### src/rtl/pc_unit_if.sv
`default_nettype none
// ============================================================================
// Module      : pc_unit_if
// Description : Control, target and CSR bundle between the pipeline and the
//               program-counter unit.
// Revision    : 1.0 - initial release
// ============================================================================
interface pc_unit_if #(
  parameter int WIDTH = 32
);
  logic             stall;
  logic [1:0]       PCsrc;
  logic [WIDTH-1:0] ImmOp;
  logic [WIDTH-1:0] ALUResult;
  logic             trap;
  logic             mret;
  logic             mtvec_we;
  logic [WIDTH-1:0] mtvec_wdata;
  logic [WIDTH-1:0] PC;
  logic [WIDTH-1:0] PCPlus4;
  logic [WIDTH-1:0] mepc;
  logic [WIDTH-1:0] mtvec;
  logic             in_trap;
  logic             pc_valid;

  // Pipeline side: drives requests, observes the PC state
  modport master (
    output stall, PCsrc, ImmOp, ALUResult, trap, mret, mtvec_we, mtvec_wdata,
    input  PC, PCPlus4, mepc, mtvec, in_trap, pc_valid
  );

  // PC unit side
  modport slave (
    input  stall, PCsrc, ImmOp, ALUResult, trap, mret, mtvec_we, mtvec_wdata,
    output PC, PCPlus4, mepc, mtvec, in_trap, pc_valid
  );
endinterface
`default_nettype wire

### src/rtl/pc_unit.sv
`default_nettype none
// ============================================================================
// Module      : pc_unit
// Description : Program counter with sequential/branch/jump selection, stall,
//               trap entry (mepc/mtvec) and trap return.
// Revision    : 1.0 - initial release
// ============================================================================
module pc_unit #(
  parameter int               WIDTH        = 32,
  parameter logic [WIDTH-1:0] RESET_VECTOR = '0,
  parameter logic [WIDTH-1:0] MTVEC_RESET  = WIDTH'('h100)
) (
  input  wire          clk,
  input  wire          rst_n,
  pc_unit_if.slave     bus
);

  localparam logic [1:0] c_SRC_SEQ  = 2'b00;
  localparam logic [1:0] c_SRC_IMM  = 2'b01;
  localparam logic [1:0] c_SRC_ALU  = 2'b10;
  localparam logic [1:0] c_SRC_SEQ2 = 2'b11;

  logic [WIDTH-1:0] r_pc;
  logic [WIDTH-1:0] r_mepc;
  logic [WIDTH-1:0] r_mtvec;
  logic             r_in_trap;
  logic             r_pc_valid;

  logic [WIDTH-1:0] w_pc_plus4;
  logic [WIDTH-1:0] w_pc_next;
  logic             w_unused_bits;

  // Low bits discarded by alignment rules are intentionally ignored
  assign w_unused_bits = ^{bus.ALUResult[0], bus.mtvec_wdata[1:0]};

  assign w_pc_plus4 = r_pc + WIDTH'(4);

  // Normal-flow next PC from the PCsrc selector (wraps modulo 2^WIDTH)
  always_comb begin
    w_pc_next = w_pc_plus4;
    case (bus.PCsrc)
      c_SRC_SEQ:  w_pc_next = w_pc_plus4;
      c_SRC_IMM:  w_pc_next = r_pc + bus.ImmOp;
      c_SRC_ALU:  w_pc_next = {bus.ALUResult[WIDTH-1:1], 1'b0};
      c_SRC_SEQ2: w_pc_next = w_pc_plus4;
      default:    w_pc_next = w_pc_plus4;
    endcase
  end

  // pc_valid goes high on the first edge after reset release and stays high
  always_ff @(posedge clk or negedge rst_n) begin
    if (!rst_n) begin
      r_pc_valid <= 1'b0;
    end else begin
      r_pc_valid <= 1'b1;
    end
  end

  // PC, mepc and in_trap: trap > mret > stall > PCsrc, frozen until pc_valid
  always_ff @(posedge clk or negedge rst_n) begin
    if (!rst_n) begin
      r_pc      <= RESET_VECTOR;
      r_mepc    <= '0;
      r_in_trap <= 1'b0;
    end else if (r_pc_valid) begin
      if (bus.trap) begin
        r_pc      <= r_mtvec;
        r_mepc    <= r_pc;
        r_in_trap <= 1'b1;
      end else if (bus.mret) begin
        r_pc      <= r_mepc;
        r_in_trap <= 1'b0;
      end else if (!bus.stall) begin
        r_pc      <= w_pc_next;
      end
    end
  end

  // Trap vector register; a coincident trap still sees the old value
  always_ff @(posedge clk or negedge rst_n) begin
    if (!rst_n) begin
      r_mtvec <= MTVEC_RESET;
    end else if (bus.mtvec_we) begin
      r_mtvec <= {bus.mtvec_wdata[WIDTH-1:2], 2'b00};
    end
  end

  assign bus.PC       = r_pc;
  assign bus.PCPlus4  = w_pc_plus4;
  assign bus.mepc     = r_mepc;
  assign bus.mtvec    = r_mtvec;
  assign bus.in_trap  = r_in_trap;
  assign bus.pc_valid = r_pc_valid;

endmodule
`default_nettype wire

### src/flat_wrapper.sv
// flat-port wrapper written by rule: the top's interface ports become plain ports
module pc_unit_flat 
#(
  parameter int               WIDTH        = 32,
  parameter logic [WIDTH-1:0] RESET_VECTOR = '0,
  parameter logic [WIDTH-1:0] MTVEC_RESET  = WIDTH'('h100)
)
  (clk, rst_n, bus_stall, bus_PCsrc, bus_ImmOp, bus_ALUResult, bus_trap, bus_mret, bus_mtvec_we, bus_mtvec_wdata, bus_PC, bus_PCPlus4, bus_mepc, bus_mtvec, bus_in_trap, bus_pc_valid);
  pc_unit_if #(.WIDTH(WIDTH)) bus_i ();
  input  wire clk;
  input  wire rst_n;
  input wire logic [$bits(bus_i.stall)-1:0] bus_stall;
  input wire logic [$bits(bus_i.PCsrc)-1:0] bus_PCsrc;
  input wire logic [$bits(bus_i.ImmOp)-1:0] bus_ImmOp;
  input wire logic [$bits(bus_i.ALUResult)-1:0] bus_ALUResult;
  input wire logic [$bits(bus_i.trap)-1:0] bus_trap;
  input wire logic [$bits(bus_i.mret)-1:0] bus_mret;
  input wire logic [$bits(bus_i.mtvec_we)-1:0] bus_mtvec_we;
  input wire logic [$bits(bus_i.mtvec_wdata)-1:0] bus_mtvec_wdata;
  output wire logic [$bits(bus_i.PC)-1:0] bus_PC;
  output wire logic [$bits(bus_i.PCPlus4)-1:0] bus_PCPlus4;
  output wire logic [$bits(bus_i.mepc)-1:0] bus_mepc;
  output wire logic [$bits(bus_i.mtvec)-1:0] bus_mtvec;
  output wire logic [$bits(bus_i.in_trap)-1:0] bus_in_trap;
  output wire logic [$bits(bus_i.pc_valid)-1:0] bus_pc_valid;
  assign bus_i.stall = bus_stall;
  assign bus_i.PCsrc = bus_PCsrc;
  assign bus_i.ImmOp = bus_ImmOp;
  assign bus_i.ALUResult = bus_ALUResult;
  assign bus_i.trap = bus_trap;
  assign bus_i.mret = bus_mret;
  assign bus_i.mtvec_we = bus_mtvec_we;
  assign bus_i.mtvec_wdata = bus_mtvec_wdata;
  assign bus_PC = bus_i.PC;
  assign bus_PCPlus4 = bus_i.PCPlus4;
  assign bus_mepc = bus_i.mepc;
  assign bus_mtvec = bus_i.mtvec;
  assign bus_in_trap = bus_i.in_trap;
  assign bus_pc_valid = bus_i.pc_valid;
  pc_unit #(.WIDTH(WIDTH), .RESET_VECTOR(RESET_VECTOR), .MTVEC_RESET(MTVEC_RESET)) u_core (.clk(clk), .rst_n(rst_n), .bus(bus_i));
endmodule
### config.mk
export PLATFORM = sky130hd
export DESIGN_NAME = pc_unit_flat
export DESIGN_NICKNAME = d
export VERILOG_FILES = /design/src/rtl/pc_unit_if.sv /design/src/rtl/pc_unit.sv /design/src/flat_wrapper.sv
export SDC_FILE = /design/constraint.sdc
export NUM_CORES = 1
export LEC_CHECK = 0
export CAP_MARGIN = 20
export CORE_ASPECT_RATIO = 1.4
export CORE_UTILIZATION = 40
export DETAILED_ROUTE_END_ITERATION = 6
export GPL_ROUTABILITY_DRIVEN = 0
export GPL_TIMING_DRIVEN = 0
export PLACE_DENSITY = 0.8
export SYNTH_ARGS = -nofsm -noshare
export SYNTH_HDL_FRONTEND = slang
export SYNTH_SLANG_ARGS = --single-unit
export TNS_END_PERCENT = 50
### constraint.sdc
create_clock -name clk -period 2.4 [get_ports clk]
set_input_delay 0.48 -clock clk [delete_from_list [all_inputs] [get_ports clk]]
set_output_delay 0.48 -clock clk [all_outputs]
set_load 0.05 [all_outputs]
==> results.tsv, run 1 <==
stage	metric	value	unit
run_status	status	finished with violations	
run_status	violations	negative setup slack	
synth	yosysMostFrequentCell	dfrtp_1	
cts	holdBufCountCts	0	
timing	rsz0062_at_grt	yes	
synth	async_flop_share	1.00	
synth	synthTopCellsByArea	dfrtp_1, mux2_2, ha_1	
worst_setup_path	startpoint_type	flop	
placed_design	pre_cts_slack	-1010	ps
grt	first_global_vias	7671	
final_layout	synthToLayoutAreaGrowth	66.9	%
route	drt_wl_total	29.8	mm
die	die_h	158	um
final_layout	nNetsFinal	1214	
timing	final_hold_viol_count	0	
final_layout	diodes	0	
power_and_ir_drop	vdd_ir_drop_max	0.000451	V
route	drtPass1Iterations	5	
power_and_ir_drop	report.power.total	9.75	mW
route	antenna_left	0	
grt	grt_pass1_wl	42.9	mm
timing	finalCritPeriodShare	1.19	
synth	synth_top_area_share	0.340	
placed_design	portBuffers	227	
final_layout	nFillCells	1262	
final_layout	multiInputGateArea	5390	sq um
worst_setup_path	crit_arrival	2370	ps
die	die_area	18000	sq um
worst_hold_path	holdCritPathClass	in2async	
placed_design	dp.final_hpwl	20.3	mm
grt	grt_use_total	0.316	
cts	htree_levels	3	
timing	tns	-8350	ps
synth	synth-simple-area-share	0.160	
worst_setup_path	cp_max_fo	5	
grt	grt_overflow	0	
die	initial_core_util	0.412	
cts	clk_pin_slew_worst_paths	80	ps
route	drtIter0Drc	742	
cts	clock_latency	360	ps
synth	synth-xor-area-share	0.0662	
route	num_vias	7969	
final_layout	seq_area	2440	sq um
synth	ys_ff_latch	96	
power_and_ir_drop	p_per_area	836	nW/um^2
cts	clock_path_buffers	2	
job	drv_cap	0	
synth	synth_flop_cell	dfrtp_1	
final_layout	layout-drive-gt1-share	0.337	
cts	cts.sinks	96	
synth	synth_edf_count	0	
worst_setup_path	crit_type	reg2out	
die	ios	234	
worst_setup_path	cp-end-kind	primary output	
synth	synthAdderAreaFrac	0.0637	
cts	cts_made_buffers	9	
synth	synth_compound_area_frac	0.228	
synth	syn_area_per_cell	9.12	sq um
power_and_ir_drop	power.leakage	4.72	nW
timing	worst-slew-pin-transition	972	ps
synth	synth_top_cell_by_area	dfrtp_1	
synth	ys_top_cells_by_count	dfrtp_1, nand2_1, a21oi_1	
route	routed_via_density	6.07	
route	drc	0	
synth	syn_area	6990	sq um
timing	setup_viol	45	
timing	skew	12.2	ps
timing	period_needed	2850	ps
die	die_w	114	um
timing	fmax	0.351	GHz
die	num_rows	56	
timing	slew_headroom	0.352	
cts	cts_root_buf	clkbuf_16	
grt	grt_max_degree	68	
cts	cts_tree	built	
synth	muxShareOfSynthArea	0.0995	
synth	ys_seq_area_frac	0.344	
synth	synth_warnings	0	
die	core	17000	sq um
timing	slew_violations	0	
route	routedWlPerCell	22.7	um
worst_setup_path	cp.required	1920	ps
synth	syn_inst	766	
timing	setup_slack	-449	ps
synth	ys_types	72	
grt	antenna_found_initial	0	
synth	synth_top_family_by_area	compound AO/OA/AOI/OAI gates	
-- report_power, final --
group	switching, mW	total (mW)	internal (mW)
registers	0.471	2.42	1.94
clock network	0.752	1.59	0.833
logic	3.45	5.75	2.30
total	4.67	9.75	5.08
-- through the flow --
step,util,cell area [sq um],std cells,hold slack (ps)
detailed placement,0.590,10000,1227,451
global placement,0.589,9980,1226,460
floorplan,-,7420,767,184
finish,0.688,11700,1312,48.1
global route,0.688,11700,1312,86.5
CTS,0.654,11100,1289,70.1
-- cells by family (layout without fill, tap and decap cells) --
group                      count (synthesis)  after routing
xor gates and xnor gates                  52             52
buffers and inverters                     63            376
muxes                                     62             62
DFF                                       96             96
AOI/OAI and AO/OA                        229            229
and+or+nand+nor                          227            227
other                                      2              3
adders and majority gates                 35             35
-- per-layer routing --
layer / up-vias / track usage / routed length (um)
met4: 0 / 0.196 / 1830
met3: 130 / 0.0571 / 2110
met5: - / 0 / 0
met1: 3873 / 0.349 / 10700
met2: 493 / 0.562 / 15100
li1: 3473 / - / -
-- path summary, 6_finish.rpt --
| kind | slack, ps | endpoint | from | cells after the start |
|---|---|---|---|---|
| worst max-delay path | -450 | bus_PCPlus4[31] | u_core.bus.PC[4] | 6 |
| worst min-delay path | 50 | u_core.bus.mtvec[10] | rst_n | 1 |
| worst max register to register | -350 | u_core.bus.PC[31] | u_core.bus.PC[4] | 10 |
| worst min register to register | 490 | u_core.bus.in_trap | u_core.bus.in_trap | 2 |
| max in group asynchronous | 1630 | u_core.bus.PC[1] | rst_n | 2 |
| min in group clk | 490 | u_core.bus.in_trap | u_core.bus.in_trap | 2 |
-- placed cells by master (no fill, tap or decap), drive strengths merged, types with 26 or more instances in the layout --
cell type and count:
nand2 77, xnor2 35, dfrtp 95, mux2 60, o21ai 42, clkdlybuf4s50 189
clkbuf 43, ha 34, nand3 26, buf 108, nor2 47, a21oi 64
-- final cells by class --
cell class,instances,share of cell area
timing repair buffer,302,0.254
tap,232,0.0249
multi-input combinational,608,0.462
clock inverter,7,0.00729
inverter,17,0.00547
sequential,96,0.209
clock buffer,9,0.0193
buffer,41,0.0182
-- what timing repair did --
action,in CTS,in global routing
pin swaps,43,40
setup endpoints to repair,81,80
setup buffers,50,27
gates resized for setup,258,100
endpoints found under the hold margin,0,0
-- worst max-delay path, cell delays in order, from the launching register on --
cell      delay (ps)
dfrtp_4          430
and3_4           200
and4_4           280
nand4b_4         180
or4_4            560
xnor2_4          170
buf_6            180
-- registers in the layout (all words and copies together), names as in the netlist --
signal	flops
u_core.bus.PC	32
u_core.bus.in_trap	1
u_core.bus.mepc	32
u_core.bus.mtvec	30
u_core.bus.pc_valid	1
No activity file was read; power rests on OpenSTA's default activity.
==> run 2, diff against run 1 <==
- CAP_MARGIN: 20 -> 10
==> results of run 2 <==
Same layout as run 1: the final DEF is identical, and so are final timing and power.
==> run 3, diff against run 2 <==
- ABC_AREA: not set -> 1
- CORE_UTILIZATION: 40 -> 44
- PLACE_DENSITY: 0.8 -> 0.85
==> run 3 against run 2 <==
Net effect: the flow finishes with violations (design-rule violations, negative setup slack); final cell count grew 31%; register-to-register slack improved by 400 ps; sequential cell count did not move; setup slack better by 300 ps; non-clock buffer count shrank 34; synthesized cell count up 55%; critical path depth up 1; clock power decreased by 11%; via count grew 20%; first-iteration DRC count up 40%; utilization fell by 2.7 points; critical path type unchanged; largest cell class unchanged.
==> results.tsv, run 3 <==
stage	metric	value	unit	change
worst_setup_path	crit_arrival	2070	ps	-300 ps
grt	grt_pass1_wl	46.7	mm	+8.9%
job	drv_cap	0		unchanged
worst_setup_path	startpoint_type	flop		
route	num_vias	9530		+20%
timing	finalCritPeriodShare	1.06		-0.124
grt	antenna_found_initial	0		unchanged
synth	ys_ff_latch	96		unchanged
worst_setup_path	crit_type	reg2out		
die	core	17300	sq um	+2.2%
synth	synth_top_cell_by_area	dfrtp_1		
route	routedWlPerCell	18.2	um	-20%
cts	htree_levels	3		unchanged
synth	syn_area	7780	sq um	+11%
synth	ys_seq_area_frac	0.309		-0.0350
worst_setup_path	cpPeakStageDelay	450	ps	-110 ps
final_layout	final_common_cell	nand2_1		
route	drtIter0Drc	1039		+40%
worst_setup_path	cp_top_family	simple AND/OR/NAND/NOR gates		
route	drtPass1Iterations	7		+2
worst_hold_path	holdCritPathClass	in2async		
worst_setup_path	crit_path_cell_trace	inv_1 -> nor2_4 -> nand2_4 -> nor3_4 -> nand2_2 -> xor2_2 -> buf_6		
die	die_w	114	um	+0.59%
synth	synthTopCellsByArea	dfrtp_1, nand2_1, inv_1		
cts	cts_root_buf	clkbuf_16		
die	ios	234		unchanged
power_and_ir_drop	report.power.total	8.22	mW	-16%
die	die_area	18200	sq um	+1.2%
worst_setup_path	cp_num_buf_inv	2		+1
cts	cts.sinks	96		unchanged
route	drt_wl_total	31.2	mm	+5.0%
timing	slew_headroom	0.542		+0.190
synth	yosysMostFrequentCell	nand2_1		
cts	cts_made_buffers	9		unchanged
power_and_ir_drop	power.leakage	5.62	nW	+19%
synth	syn_area_per_cell	6.55	sq um	-28%
grt	first_global_vias	9276		+21%
cts	clk_pin_slew_worst_paths	70	ps	about the same
worst_setup_path	crit_start	u_core.bus.PC[5]		
synth	synth_flop_cell	dfrtp_1		
worst_setup_path	cp-end-kind	primary output		
timing	period_needed	2550	ps	-297 ps
die	die_h	159	um	+0.59%
timing	worst-slew-pin-transition	687	ps	-285 ps
power_and_ir_drop	p_per_area	718	nW/um^2	-14%
timing	slew_violations	0		unchanged
synth	syn_inst	1188		+55%
route	antenna_left	0		unchanged
final_layout	final_cell_mix	nand2_1, clkdlybuf4s50_1, inv_1, nor2_1, dfrtp_1		
placed_design	place_area	10500	sq um	+4.6%
synth	async_flop_share	1.00		unchanged
worst_setup_path	cp_max_fo	5		unchanged
timing	final_hold_viol_count	0		unchanged
synth	synth_warnings	0		unchanged
die	initial_core_util	0.449		+0.0368
grt	grt_busiest_layer	met2		
final_layout	nNetsFinal	1611		+33%
die	num_rows	57		+1.8%
placed_design	dp.final_hpwl	24.0	mm	+18%
synth	synth_edf_count	0		unchanged
grt	met3_usage	0.0590		+0.00190
synth	ys_top_cells_by_count	nand2_1, inv_1, nor2_1		
placed_design	portBuffers	225		-0.88%
grt	grt_use_met1	0.378		+0.0290
timing	rsz0062_at_grt	yes		
cts	holdBufCountCts	0		unchanged
route	routed_via_density	5.56		-8.4%
final_layout	synthToLayoutAreaGrowth	47.2	%	
grt	grt_overflow	0		unchanged
timing	setup_viol	13		-71%
grt	grt_use_total	0.334		+0.0180
cts	clock_latency	350	ps	about the same
run_status	violations	design-rule violations, negative setup slack		
worst_setup_path	r2r-start	u_core.bus.PC[0]		
timing	setup_slack	-152	ps	+297 ps
synth	synth_top_area_share	0.306		-0.0346
final_layout	diodes	0		unchanged
route	drc	1		+1
synth	ys_types	47		-35%
timing	fmax	0.392	GHz	+12%
worst_setup_path	cp.required	1920	ps	about the same
timing	skew	11.4	ps	-0.752 ps
cts	clock_path_buffers	2		unchanged
grt	grt_max_degree	75		+10%
grt	grt_use_met2	0.553		-0.00897
worst_setup_path	slowest_stage	dfrtp_2		
cts	cts_tree	built		
final_layout	final_area	11500	sq um	-1.8%
run_status	status	finished with violations		
power_and_ir_drop	vdd_ir_drop_max	0.000611	V	+36%
final_layout	layout-drive-gt1-share	0.167		-0.170
-- run 3: changes by cell type in the layout (fill, tap and decap cells not counted), sizes merged, moves of 30 or more --
cell,change
nand3,+30
nor2,+60
inv,+149
xnor2,-32
mux2,-33
nand2,+353
-- run 3: logic make-up (layout without fill, tap and decap cells) --
logic type / count (synthesis) / in the layout / share of synthesized area
other: 2 / 3 / 0.000965
XOR/XNOR: 28 / 28 / 0.0315
adder cells (fa/ha/maj): 35 / 35 / 0.0572
multiplexers: 27 / 27 / 0.0391
AO/OA/AOI/OAI: 164 / 164 / 0.118
flip-flops: 96 / 96 / 0.309
buffers and inverters: 205 / 493 / 0.105
AND/OR/NAND/NOR: 631 / 631 / 0.340
-- run 3: area by class of cell --
| type | instances | area (sq um) |
|---|---|---|
| plain buffers | 37 | 193 |
| well taps | 236 | 295 |
| clock buffers | 11 | 233 |
| clock inverters | 5 | 56.3 |
| multi-input cells | 888 | 4970 |
| flip-flops and latches | 96 | 2430 |
| inverters | 168 | 631 |
| fillers | 1392 | 5870 |
| repair buffers | 272 | 2650 |
-- run 3: power by group --
part | switching (mW) | internal [mW] | total [mW] | leakage (nW)
Clock | 0.616 | 0.809 | 1.42 | 0.140
Combinational | 3.01 | 1.59 | 4.60 | 4.34
Sequential | 0.326 | 1.88 | 2.20 | 1.14
Total | 3.95 | 4.27 | 8.22 | 5.62
-- run 3: timing repair --
action | CTS | global route
setup buffers | 27 | 19
gates resized for setup | 199 | 77
setup endpoints to repair | 38 | 55
pin swaps | 9 | 22
-- run 3: path summary, 6_finish.rpt --
kind / slack (ps) / end / cells past startpoint
worst max-delay path: -150 / bus_PCPlus4[28] / 7
worst min-delay path: 40 / u_core.bus.mtvec[24] / 1
worst max register to register: 50 / u_core.bus.PC[14] / 14
worst min register to register: 510 / u_core.bus.mepc[21] / 2
max in group asynchronous: 1620 / u_core.bus.mtvec[8] / 2
min in group clk: 510 / u_core.bus.mepc[21] / 2
-- run 3: metrics by stage --
step / setup TNS, ps / util / hold slack, ps / cells / worst slack (ps)
CTS: -892 / 0.641 / 46.1 / 1694 / -163
detailed placement: -18580 / 0.604 / 410 / 1651 / -564
floorplan: -1100 / - / 184 / 1189 / -244
finish: -823 / 0.661 / 36.4 / 1713 / -152
global route: -2150 / 0.661 / 55.7 / 1713 / -205
global placement: -273180 / 0.602 / 482 / 1650 / -3040
-- run 3: worst register-to-register path: stages, from the launching register on --
cell,delay [ps]
dfrtp_1,520
ha_2,240
inv_1,50
fa_1,380
inv_2,70
nand3_1,80
nand3_2,120
nand2_1,70
nand2_2,100
nand2_1,70
nand2_2,90
xnor2_1,120
nor2_1,80
o21ai_1,150
nand2_1,70
-- run 3: metal layers --
metal | vias up | part of all wire
met5 | - | 0
li1 | 4338 | -
met1 | 4321 | 0.34
met2 | 660 | 0.48
met3 | 211 | 0.091
met4 | 0 | 0.088
